**config.mk**
```make
export PLATFORM = sky130hd
export DESIGN_NAME = ws2812_frame_sched_flat
export DESIGN_NICKNAME = d
export VERILOG_FILES = /design/src/rtl/ws2812_frame_sched_pkg.sv /design/src/rtl/ws2812_frame_sched_if.sv /design/src/rtl/ws2812_frame_sched_pix_bank.sv /design/src/rtl/ws2812_frame_sched.sv /design/src/flat_wrapper.sv
export SDC_FILE = /design/constraint.sdc
export NUM_CORES = 2
export LEC_CHECK = 0
export BUFFER_PORTS_ARGS = -buffer_cell sky130_fd_sc_hd__clkbuf_2
export CORE_ASPECT_RATIO = 1.25
export CORE_MARGIN = 8
export CORE_UTILIZATION = 40
export CTS_CLUSTER_DIAMETER = 30
export DETAILED_ROUTE_END_ITERATION = 7
export PLACE_DENSITY = 0.6
export SLEW_MARGIN = 20
export SYNTH_ARGS = -nofsm -noshare
export SYNTH_HDL_FRONTEND = slang
export SYNTH_SLANG_ARGS = --single-unit
```
**constraint.sdc**
```tcl
create_clock -name sys_clk -period 4.75 [get_ports sys_clk]
set_input_delay 0.95 -clock sys_clk [delete_from_list [all_inputs] [get_ports sys_clk]]
set_output_delay 0.95 -clock sys_clk [all_outputs]
set_load 0.02 [all_outputs]
```
**src/rtl/ws2812_frame_sched_pkg.sv**
```systemverilog
// Shared types and constants for the ws2812 frame scheduler and its pixel banks.
package ws2812_frame_sched_pkg;

   localparam int unsigned NUM_PIX_DEF  = 64;
   localparam int unsigned BITS_PER_PIX = 24;
   localparam int unsigned CH_W         = 8;
   localparam int unsigned CNT_BIT_W    = 5;
   localparam int unsigned CNT_PIX_W    = 7;
   localparam int unsigned WR_ADDR_W    = 7;
   localparam int unsigned BRIGHT_W     = 3;

   // Pixel word in wire order: G is shifted out first, B last.
   typedef struct packed {
      logic [CH_W-1:0] g;
      logic [CH_W-1:0] r;
      logic [CH_W-1:0] b;
   } grb_t;

   typedef enum logic [2:0] {
      ST_INIT    = 3'd0,
      ST_IDLE    = 3'd1,
      ST_PENDING = 3'd2,
      ST_SWAP    = 3'd3,
      ST_CLEAR   = 3'd4
   } state_t;

   // Reorder a {R,G,B} write word into the stored GRB layout.
   function automatic grb_t rgb_to_grb(input logic [BITS_PER_PIX-1:0] rgb);
      grb_t p;
      p.r = rgb[23:16];
      p.g = rgb[15:8];
      p.b = rgb[7:0];
      return p;
   endfunction

   // Per-channel zero-filled right shift; no rounding.
   function automatic grb_t scale_grb(input grb_t p, input logic [BRIGHT_W-1:0] sh);
      grb_t s;
      s.g = p.g >> sh;
      s.r = p.r >> sh;
      s.b = p.b >> sh;
      return s;
   endfunction

endpackage

```
**src/rtl/ws2812_frame_sched_if.sv**
```systemverilog
// Pixel write / commit bus between draw logic (master) and the frame scheduler (slave).
interface ws2812_frame_sched_if
   import ws2812_frame_sched_pkg::*;
();
   logic                    wr_en;
   logic [WR_ADDR_W-1:0]    wr_addr;
   logic [BITS_PER_PIX-1:0] wr_rgb;
   logic                    commit;
   logic                    wr_ready;

   modport master (output wr_en, output wr_addr, output wr_rgb, output commit, input wr_ready);
   modport slave  (input wr_en, input wr_addr, input wr_rgb, input commit, output wr_ready);
endinterface

```
**src/rtl/ws2812_frame_sched_pix_bank.sv**
```systemverilog
// One pixel bank: synchronous write, asynchronous read, synchronous clear port.
module ws2812_frame_sched_pix_bank
   import ws2812_frame_sched_pkg::*;
#(
   parameter int unsigned DEPTH  = NUM_PIX_DEF,
   parameter int unsigned ADDR_W = 6
)(
   input  logic              sys_clk,
   input  logic              i_we,
   input  logic [ADDR_W-1:0] i_waddr,
   input  grb_t              i_wdata,
   input  logic              i_clr,
   input  logic [ADDR_W-1:0] i_caddr,
   input  logic [ADDR_W-1:0] i_raddr,
   output grb_t              o_rdata_c
);

   grb_t r_mem [DEPTH];

   // Clear has priority; the scheduler never requests both in one cycle.
   always_ff @(posedge sys_clk) begin
      if (i_clr) begin
         r_mem[i_caddr] <= '0;
      end else if (i_we) begin
         r_mem[i_waddr] <= i_wdata;
      end
   end

   assign o_rdata_c = r_mem[i_raddr];

endmodule

```
**src/rtl/ws2812_frame_sched.sv**
```systemverilog
// Double-buffered frame store with boundary-synchronised bank swap and brightness-scaled bit serving.
module ws2812_frame_sched
   import ws2812_frame_sched_pkg::*;
#(
   parameter int unsigned NUM_PIX       = NUM_PIX_DEF,
   parameter bit          CLEAR_ON_SWAP = 1'b1
)(
   input  logic                 sys_clk,
   input  logic                 sys_rst_n,
   ws2812_frame_sched_if.slave  wr_if,
   input  logic [BRIGHT_W-1:0]  i_bright,
   input  logic [CNT_BIT_W-1:0] i_cnt_bit,
   input  logic [CNT_PIX_W-1:0] i_cnt_pixel,
   output logic                 o_bit_c,
   output logic                 o_frame_done,
   output logic                 o_swap_done
);

   localparam int unsigned ADDR_W = (NUM_PIX > 1) ? $clog2(NUM_PIX) : 1;

   state_t                 r_state;
   logic                   r_front_sel;
   logic [ADDR_W-1:0]      r_clr_addr;
   logic [CNT_PIX_W-1:0]   r_prev_pix;
   logic                   r_wr_ready;
   logic                   r_frame_done;
   logic                   r_swap_done;

   logic                   w_boundary;
   logic                   w_wr_ok;
   logic                   w_clr_last;
   logic                   w_back_sel;
   logic                   w_clearing;
   logic [1:0]             w_we;
   logic [1:0]             w_clr;
   logic [ADDR_W-1:0]      w_waddr;
   logic [ADDR_W-1:0]      w_raddr;
   grb_t                   w_wdata;
   grb_t                   w_rd0;
   grb_t                   w_rd1;
   grb_t                   w_front;
   grb_t                   w_scaled;
   logic [BITS_PER_PIX-1:0] w_scaled_vec;
   logic [CNT_BIT_W-1:0]   w_bit_idx;
   logic                   w_pix_ok;

   // Frame boundary: driver pixel counter wraps from the last pixel back to zero.
   assign w_boundary = (r_prev_pix == CNT_PIX_W'(NUM_PIX - 1)) && (i_cnt_pixel == '0);

   // Bank write/clear steering; the front bank is never a write or clear target after INIT.
   assign w_back_sel = ~r_front_sel;
   assign w_wr_ok    = wr_if.wr_en && (r_state == ST_IDLE) && (32'(wr_if.wr_addr) < NUM_PIX);
   assign w_clr_last = (r_clr_addr == ADDR_W'(NUM_PIX - 1));
   assign w_clearing = (r_state == ST_CLEAR);
   assign w_waddr    = ADDR_W'(wr_if.wr_addr);
   assign w_wdata    = rgb_to_grb(wr_if.wr_rgb);
   assign w_we[0]    = w_wr_ok && (w_back_sel == 1'b0);
   assign w_we[1]    = w_wr_ok && (w_back_sel == 1'b1);
   assign w_clr[0]   = (r_state == ST_INIT) || (w_clearing && (w_back_sel == 1'b0));
   assign w_clr[1]   = (r_state == ST_INIT) || (w_clearing && (w_back_sel == 1'b1));
   assign w_raddr    = ADDR_W'(i_cnt_pixel);

   ws2812_frame_sched_pix_bank #(.DEPTH(NUM_PIX), .ADDR_W(ADDR_W)) u_bank0 (
      .sys_clk   (sys_clk),
      .i_we      (w_we[0]),
      .i_waddr   (w_waddr),
      .i_wdata   (w_wdata),
      .i_clr     (w_clr[0]),
      .i_caddr   (r_clr_addr),
      .i_raddr   (w_raddr),
      .o_rdata_c (w_rd0)
   );

   ws2812_frame_sched_pix_bank #(.DEPTH(NUM_PIX), .ADDR_W(ADDR_W)) u_bank1 (
      .sys_clk   (sys_clk),
      .i_we      (w_we[1]),
      .i_waddr   (w_waddr),
      .i_wdata   (w_wdata),
      .i_clr     (w_clr[1]),
      .i_caddr   (r_clr_addr),
      .i_raddr   (w_raddr),
      .o_rdata_c (w_rd1)
   );

   // Zero-latency bit mux: scaled front pixel, MSB of G first; gated while banks are being zeroed.
   assign w_front      = r_front_sel ? w_rd1 : w_rd0;
   assign w_scaled     = scale_grb(w_front, i_bright);
   assign w_scaled_vec = w_scaled;
   assign w_bit_idx    = CNT_BIT_W'(BITS_PER_PIX - 1) - i_cnt_bit;
   assign w_pix_ok     = (32'(i_cnt_pixel) < NUM_PIX) && (i_cnt_bit < CNT_BIT_W'(BITS_PER_PIX));
   assign o_bit_c      = (r_state != ST_INIT) && w_pix_ok && w_scaled_vec[w_bit_idx];

   // Boundary detector: previous pixel index and registered frame_done pulse.
   always_ff @(posedge sys_clk or negedge sys_rst_n) begin
      if (!sys_rst_n) begin
         r_prev_pix   <= '0;
         r_frame_done <= 1'b0;
      end else begin
         r_prev_pix   <= i_cnt_pixel;
         r_frame_done <= w_boundary;
      end
   end

   // Scheduler FSM with clear address counter, bank select and registered handshake outputs.
   always_ff @(posedge sys_clk or negedge sys_rst_n) begin
      if (!sys_rst_n) begin
         r_state     <= ST_INIT;
         r_front_sel <= 1'b0;
         r_clr_addr  <= '0;
         r_wr_ready  <= 1'b0;
         r_swap_done <= 1'b0;
      end else begin
         r_swap_done <= 1'b0;
         case (r_state)
            ST_INIT, ST_CLEAR: begin
               r_clr_addr <= r_clr_addr + ADDR_W'(1);
               if (w_clr_last) begin
                  r_clr_addr <= '0;
                  r_state    <= ST_IDLE;
                  r_wr_ready <= 1'b1;
               end
            end
            ST_IDLE: begin
               if (wr_if.commit) begin
                  r_state    <= ST_PENDING;
                  r_wr_ready <= 1'b0;
               end
            end
            ST_PENDING: begin
               if (w_boundary) begin
                  r_state     <= ST_SWAP;
                  r_front_sel <= ~r_front_sel;
                  r_swap_done <= 1'b1;
               end
            end
            ST_SWAP: begin
               r_clr_addr <= '0;
               if (CLEAR_ON_SWAP) begin
                  r_state <= ST_CLEAR;
               end else begin
                  r_state    <= ST_IDLE;
                  r_wr_ready <= 1'b1;
               end
            end
            default: begin
               r_state    <= ST_INIT;
               r_clr_addr <= '0;
               r_wr_ready <= 1'b0;
            end
         endcase
      end
   end

   assign wr_if.wr_ready = r_wr_ready;
   assign o_frame_done   = r_frame_done;
   assign o_swap_done    = r_swap_done;

endmodule

```
**src/flat_wrapper.sv**
```systemverilog
// flat-port wrapper written by rule: the top's interface ports become plain ports
module ws2812_frame_sched_flat import ws2812_frame_sched_pkg::*;
#(
   parameter int unsigned NUM_PIX       = NUM_PIX_DEF,
   parameter bit          CLEAR_ON_SWAP = 1'b1
)
  (sys_clk, sys_rst_n, i_bright, i_cnt_bit, i_cnt_pixel, o_bit_c, o_frame_done, o_swap_done, wr_if_wr_en, wr_if_wr_addr, wr_if_wr_rgb, wr_if_commit, wr_if_wr_ready);
  ws2812_frame_sched_if wr_if_i ();
  input  logic sys_clk;
  input  logic sys_rst_n;
  input  logic [BRIGHT_W-1:0] i_bright;
  input  logic [CNT_BIT_W-1:0] i_cnt_bit;
  input  logic [CNT_PIX_W-1:0] i_cnt_pixel;
  output logic o_bit_c;
  output logic o_frame_done;
  output logic o_swap_done;
  input wire logic [$bits(wr_if_i.wr_en)-1:0] wr_if_wr_en;
  input wire logic [$bits(wr_if_i.wr_addr)-1:0] wr_if_wr_addr;
  input wire logic [$bits(wr_if_i.wr_rgb)-1:0] wr_if_wr_rgb;
  input wire logic [$bits(wr_if_i.commit)-1:0] wr_if_commit;
  output wire logic [$bits(wr_if_i.wr_ready)-1:0] wr_if_wr_ready;
  assign wr_if_i.wr_en = wr_if_wr_en;
  assign wr_if_i.wr_addr = wr_if_wr_addr;
  assign wr_if_i.wr_rgb = wr_if_wr_rgb;
  assign wr_if_i.commit = wr_if_commit;
  assign wr_if_wr_ready = wr_if_i.wr_ready;
  ws2812_frame_sched #(.NUM_PIX(NUM_PIX), .CLEAR_ON_SWAP(CLEAR_ON_SWAP)) u_core (.sys_clk(sys_clk), .sys_rst_n(sys_rst_n), .wr_if(wr_if_i), .i_bright(i_bright), .i_cnt_bit(i_cnt_bit), .i_cnt_pixel(i_cnt_pixel), .o_bit_c(o_bit_c), .o_frame_done(o_frame_done), .o_swap_done(o_swap_done));
endmodule
```
After elaboration in Yosys (flattened, before gate mapping)
Memories as Yosys holds them, arrays and structs flattened. Cells that the tools add are included.

Memories: 2. Memory bits (writable): 3072. Register bits after elaboration: 20.

Memory list: u_core.u_bank0.r_mem (depth 64, bits a word 24, rd ports 1, clocked after Yosys merged registers in 0, write ports 1, RTL line ws2812_frame_sched_pix_bank.sv:18) `grb_t r_mem [DEPTH];`; u_core.u_bank1.r_mem (depth 64, bits a word 24, rd ports 1, clocked after Yosys merged registers in 0, write ports 1, RTL line ws2812_frame_sched_pix_bank.sv:18).

$lt $le $gt $ge: 4. Add/sub/neg operators: 2. Shift-type cells: 3. Eq/ne operators: 9. Bitwise gates (word level): 2. Reductions and logical operators: 23. Muxes and demuxes: 30.

Operators with widths (number): $mux 24 (3); $reduce_or 24->1 (2); $shr 8x3->8 (3); $mux 6 (3); $mux 1 (17); $lt 7x7->1 const B (2); $pmux 3 s4 (1); $pmux 6 s2 (1); $logic_and 1x1->1 (10); $mux 3 (3); $eq 7x6->1 const B (1); $logic_not 7->1 (1); $add 6x1->6 const B (1); $eq 3x2->1 const B (2); $eq 6x6->1 const B (1); $lt 5x6->1 const B (1); $reduce_and 3->1 (2); $reduce_or 2->1 (3); $bmux 1 s5 (1); $lt 5x5->1 const B (1); $sub 5x5->5 const A (1); $ne 2x1->1 const B (2); $eq 3x1->1 const B (1); $eq 3x3->1 const B (1); other kinds (7) (9).

Depth between registers and ports, before layout
Depth in word-level cells: 9. Gate-level depth with buffers: 17. Gate-level depth less buffers: 10.

Modules after synthesis
A second synthesis with hierarchy kept.

Cell total of the unflattened synthesis: 5589. Area, all modules: 120189.0 sq um.

By module, submodules not included: ws2812_frame_sched_pix_bank (area an instance 59148.0 sq um, seq. area each 46124.2 sq um, instances 2, cells each 2699); ws2812_frame_sched (area an instance 1893.1 sq um, seq. area each 500.5 sq um, instances 1, cells each 191).

Worst setup path after synthesis
Ideal clock, no wire load.

Path type: input to output. Start: input port i_cnt_pixel[0]. End: output port o_bit_c. Stages: 12. Data required time: 3.800 ns. Path slack: 0.055 ns. Arrival: 3.745 ns. Cells stage by stage: buf_6 > buf_8 > buf_4 > buf_2 > mux4_2 > mux4_2 > a221oi_1 > a221oi_1 > a211oi_1 > o21ai_0 > a31oi_1 > a31oi_1.

Longest elaborated chain between the ends: 6. Elaborated cells on any way between the ends: 12. Those cells by class: order compare (1); shift (3); mux (3); reduce/logical (3); memory (2).

Ends and longest elaborated chain: start: declaration (RTL line flat_wrapper.sv:13) `input logic [CNT_PIX_W-1:0] i_cnt_pixel;`; $mem_v2 64x24; $mux 24 (RTL line ws2812_frame_sched.sv:86) `assign w_front = r_front_sel ? w_rd1 : w_rd0;`; $shr 8x3->8, on equally long branches (RTL line ws2812_frame_sched_pkg.sv:41, ws2812_frame_sched_pkg.sv:39, ws2812_frame_sched_pkg.sv:40); $bmux 1 s5 (RTL line ws2812_frame_sched.sv:91) `assign o_bit_c = (r_state != ST_INIT) && w_pix_ok && w_scaled_vec[w_bit_idx];`; $mux 1 (implied by the code) (RTL line ws2812_frame_sched.sv:91); $logic_and 1x1->1 * (RTL line ws2812_frame_sched.sv:91); end: declaration (RTL line flat_wrapper.sv:14) `output logic o_bit_c;`.

Every way passes the cells marked *; elsewhere a longest branch is shown, timed or not. The select of a mux whose other input is x is not followed.

Worst setup path in the final report
Start: input port i_cnt_pixel[1]. End: output port o_bit_c.

The elaborated chain is that of the path after synthesis.

==> impl_metrics.yaml <==
logic_synthesis:
  synth.avg_cell_area_um2: 21.7
  synth_area_um2: 120000
  syn-num-nets: 5588
  synth_edf_count: 3072
  synth_seq_cells: 3092
  ys_seq_area_share_pct: 77.3
  ys_warn_count: 0
  synthArstFlopShare_pct: 0.647
  synthCells: 5536
  synth_flop_cell: "edfxtp_1"
  ys_types: 75
placement:
  dpl_cell_area_um2: 133000
  place.gp.congestion: 0.940
  hpwl_um: 242000
  portBuffers: 53
route:
  drt_pass1_iterations: 6
  route.detailed.drc: 0
  drt_iter0_drc: 7362
  drt-wirelength-per-cell_um: 34.5
  viasPerCell: 5.88
  postRouteAntennaNets: 0
  num_vias: 65100
  drt-total-wl_um: 382000
floorplanning:
  die_h_um: 628
  coreArea_um2: 300000
  die_area_um2: 318000
  start_util_pct: 40.1
  io_pins: 54
  rows: 225
  die_w_um: 506
power:
  pwr-share-clk_pct: 48.6
  p_leak_nw: 54.2
  pwr-share-comb_pct: 7.2
  seq_power_share_pct: 44.2
  internal_power_mw: 53.7
  vdd_drop_max_v: 0.000336
  swShare_pct: 23.1
  cellPowerDensity_nw_per_um2: 462
  switchingPower_mw: 16.2
sta:
  fin_ws_ns: -0.559
  min_period_ns: 5.31
  hold_viol: 0
  drv_slew: 0
  relSlewSlack_pct: 21.5
  finalCritPeriodShare_pct: 112
  rsz0062_at_grt: "yes"
  tightest_slew_ns: 1.17
  max_freq_mhz: 188
  holdWs_ns: 0.0570
  setup_violations: 1
  finClkSkew_ns: 0.0446
worst_hold_path:
  min_path_type: "input pin to asynchronous set/reset pin"
clocking:
  cts_buffers: 450
  cts.clk_slew.worst_paths_ns: 0.06
  ctsHtreeMaxLevel: 5
  clock_sinks: 3092
  holdBufCountCts: 0
  cts_tree: "done"
  clockRootBuffer: "clkbuf_16"
  clockBufferDepth: 4
  worstSkewPairLatency_ns: 0.92
critical_path:
  cp.required_ns: 3.80
  worstPathArrival_ns: 4.36
  path_max_fanout: 12
  start_kind: "input pin"
  critPathKind: "input pin to primary output"
  cp-end-kind: "primary output"
  worst-r2r-setup-slack_ns: 0.98
run_status:
  status: "finished with violations"
  violations: "setup timing"
layout:
  fillers: 23600
  stdcell_area_um2: 151000
  mostFrequentLayoutCells: "3,072 x edfxtp_1, 706 x buf_4, 670 x mux4_2"
  final_common_cell: "edfxtp_1"
  drive_above_1_share_pct: 39.6
  final_core_util_pct: 50.4
  nets: 6754
  synthToLayoutAreaGrowth_pct: 25.8
grt:
  grt_overflow: 0
  grtUsageTotal_pct: 23.3
  grt_pass1_wl_um: 526000
  antenna_found_initial: 17
  grt_pass1_vias: 66400
  grt_max_degree: 65
flow_run:
  max-cap-violations: 0
[cells in the mapped netlist, types with 5 or more instances]
cell type | n | area share, %
nand2_1 | 155 | 0.48
clkbuf_1 | 113 | 0.35
nand3b_1 | 10 | 0.063
mux2_2 | 23 | 0.22
nand4_1 | 13 | 0.068
o21ai_0 | 68 | 0.28
a22o_1 | 23 | 0.17
o311ai_0 | 5 | 0.036
nor3_1 | 40 | 0.17
buf_4 | 45 | 0.28
a211oi_1 | 20 | 0.13
or3_1 | 7 | 0.036
o221ai_1 | 14 | 0.10
o31ai_1 | 7 | 0.044
a2111oi_0 | 7 | 0.051
and2_1 | 59 | 0.31
a221o_1 | 13 | 0.11
o211ai_1 | 9 | 0.056
edfxtp_1 | 3072 | 77
nor2_1 | 200 | 0.63
a22oi_1 | 114 | 0.71
buf_2 | 74 | 0.31
inv_1 | 5 | 0.016
mux2i_1 | 240 | 2.0
buf_6 | 29 | 0.27
buf_1 | 15 | 0.047
a31oi_1 | 23 | 0.12
dfrtp_1 | 20 | 0.42
a32oi_1 | 8 | 0.058
nor4_1 | 10 | 0.052
buf_8 | 20 | 0.25
o22ai_1 | 65 | 0.34
mux4_1 | 26 | 0.57
and3_1 | 9 | 0.047
buf_12 | 11 | 0.18
nand3_1 | 45 | 0.19
a21oi_1 | 80 | 0.33
a211o_1 | 7 | 0.051
nand2b_1 | 22 | 0.11
mux4_2 | 668 | 13
a221oi_1 | 44 | 0.32
nor2b_1 | 27 | 0.14
or2_2 | 9 | 0.047
[metal layers]
layer,routed length (um),share of wire [%],GRT usage (%),vias to the layer above
li1,-,-,-,26000
met1,136000,36,28.1,35000
met2,191000,50,39.9,3310
met3,27800,7.3,3.64,822
met4,26500,6.9,13.7,4
met5,23,0.0060,0,-
[kinds of logic (layout without fill, tap and decap cells)]
kind of cell	after synthesis	after routing	synth area share [%]
simple gates	621	621	2.45
compound gates	544	544	3.18
buf+inv	318	1868	1.74
fa+ha+maj	2	2	0.0208
xor+xnor	2	2	0.0146
flops	3092	3092	77.3
mux	957	957	15.3
other cells	0	13	0
[sequential cells by signal, summed over array words and instances, names as in the netlist]
signal                 count
u_core.r_clr_addr          6
u_core.o_swap_done         1
u_core.u_bank0.r_mem    1536
u_core.o_frame_done        1
u_core.r_prev_pix          7
u_core.u_bank1.r_mem    1536
u_core.r_state             3
u_core.r_front_sel         1
u_core.wr_if.wr_ready      1
[worst max-delay path, stage by stage]
cell and delay [ns]:
buf_16 0.15, buf_12 0.21, buf_12 0.13, and2_1 0.23, buf_8 0.24, a22oi_1 0.12, a21oi_1 0.28, nor2_1 0.14
buf_4 0.18, a32oi_1 0.20, nor2_1 0.11, nor4_2 0.25, nor4_2 0.06, a2111o_1 0.46, a31oi_4 0.39, buf_8 0.17
[final cells by class]
| cell class | count | area, um^2 | share of cell area [%] |
|---|---|---|---|
| Inverter | 9 | 40.0 | 0.0265 |
| Multi-Input combinational cell | 2126 | 26800 | 17.8 |
| Tap cell | 3972 | 4970 | 3.29 |
| Clock inverter | 342 | 3940 | 2.61 |
| Timing Repair Buffer | 1023 | 10800 | 7.18 |
| Antenna cell | 13 | 32.5 | 0.0215 |
| Clock buffer | 494 | 11600 | 7.66 |
| Sequential cell | 3092 | 92800 | 61.4 |
[power groups by stage]
stage	clock (mW)	combinational [mW]	sequential [mW]
2_1_floorplan	0	2.15	31.4
4_1_cts	34.2	4.94	30.9
3_5_place_dp	0	4.73	31.4
6_report	33.9	5.02	30.9
3_3_place_gp	0	4.68	31.4
5_1_grt	35.3	5.13	30.9
[worst paths after layout]
| check | cells after the start | start | endpoint |
|---|---|---|---|
| worst min register to register | 1 | u_core.r_clr_addr[3] | u_core.r_clr_addr[3] |
| worst max-delay path | 16 | i_cnt_pixel[1] | o_bit_c |
| max in group asynchronous | 1 | sys_rst_n | u_core.r_front_sel |
| min in group sys_clk | 1 | i_cnt_pixel[3] | u_core.r_prev_pix[3] |
| worst min-delay path | 1 | sys_rst_n | u_core.r_prev_pix[4] |
| worst max register to register | 9 | u_core.r_front_sel | u_core.u_bank0.r_mem[59][17] |
[metrics by stage]
| stage | setup TNS (ns) | cells | worst slack (ns) | total power [mW] |
|---|---|---|---|---|
| after floorplan | 0 | 5536 | 0.0548 | 33.5 |
| after global placement | -1.91 | 10200 | -1.91 | 36.1 |
| after detailed placement | -1.66 | 10200 | -1.66 | 36.2 |
| after CTS | -0.578 | 11000 | -0.578 | 70.0 |
| after global routing | -0.550 | 11100 | -0.550 | 71.4 |
| final | -0.559 | 11100 | -0.559 | 69.8 |
[repair_timing]
item                                    4_1_cts  5_1_grt
endpoints found under the setup margin        1        1
gates cloned                                 13        2
pin swaps                                    43       19
resized for setup                           218       40
buffers inserted                             31        4
No activity file was read; power rests on OpenSTA's default activity.
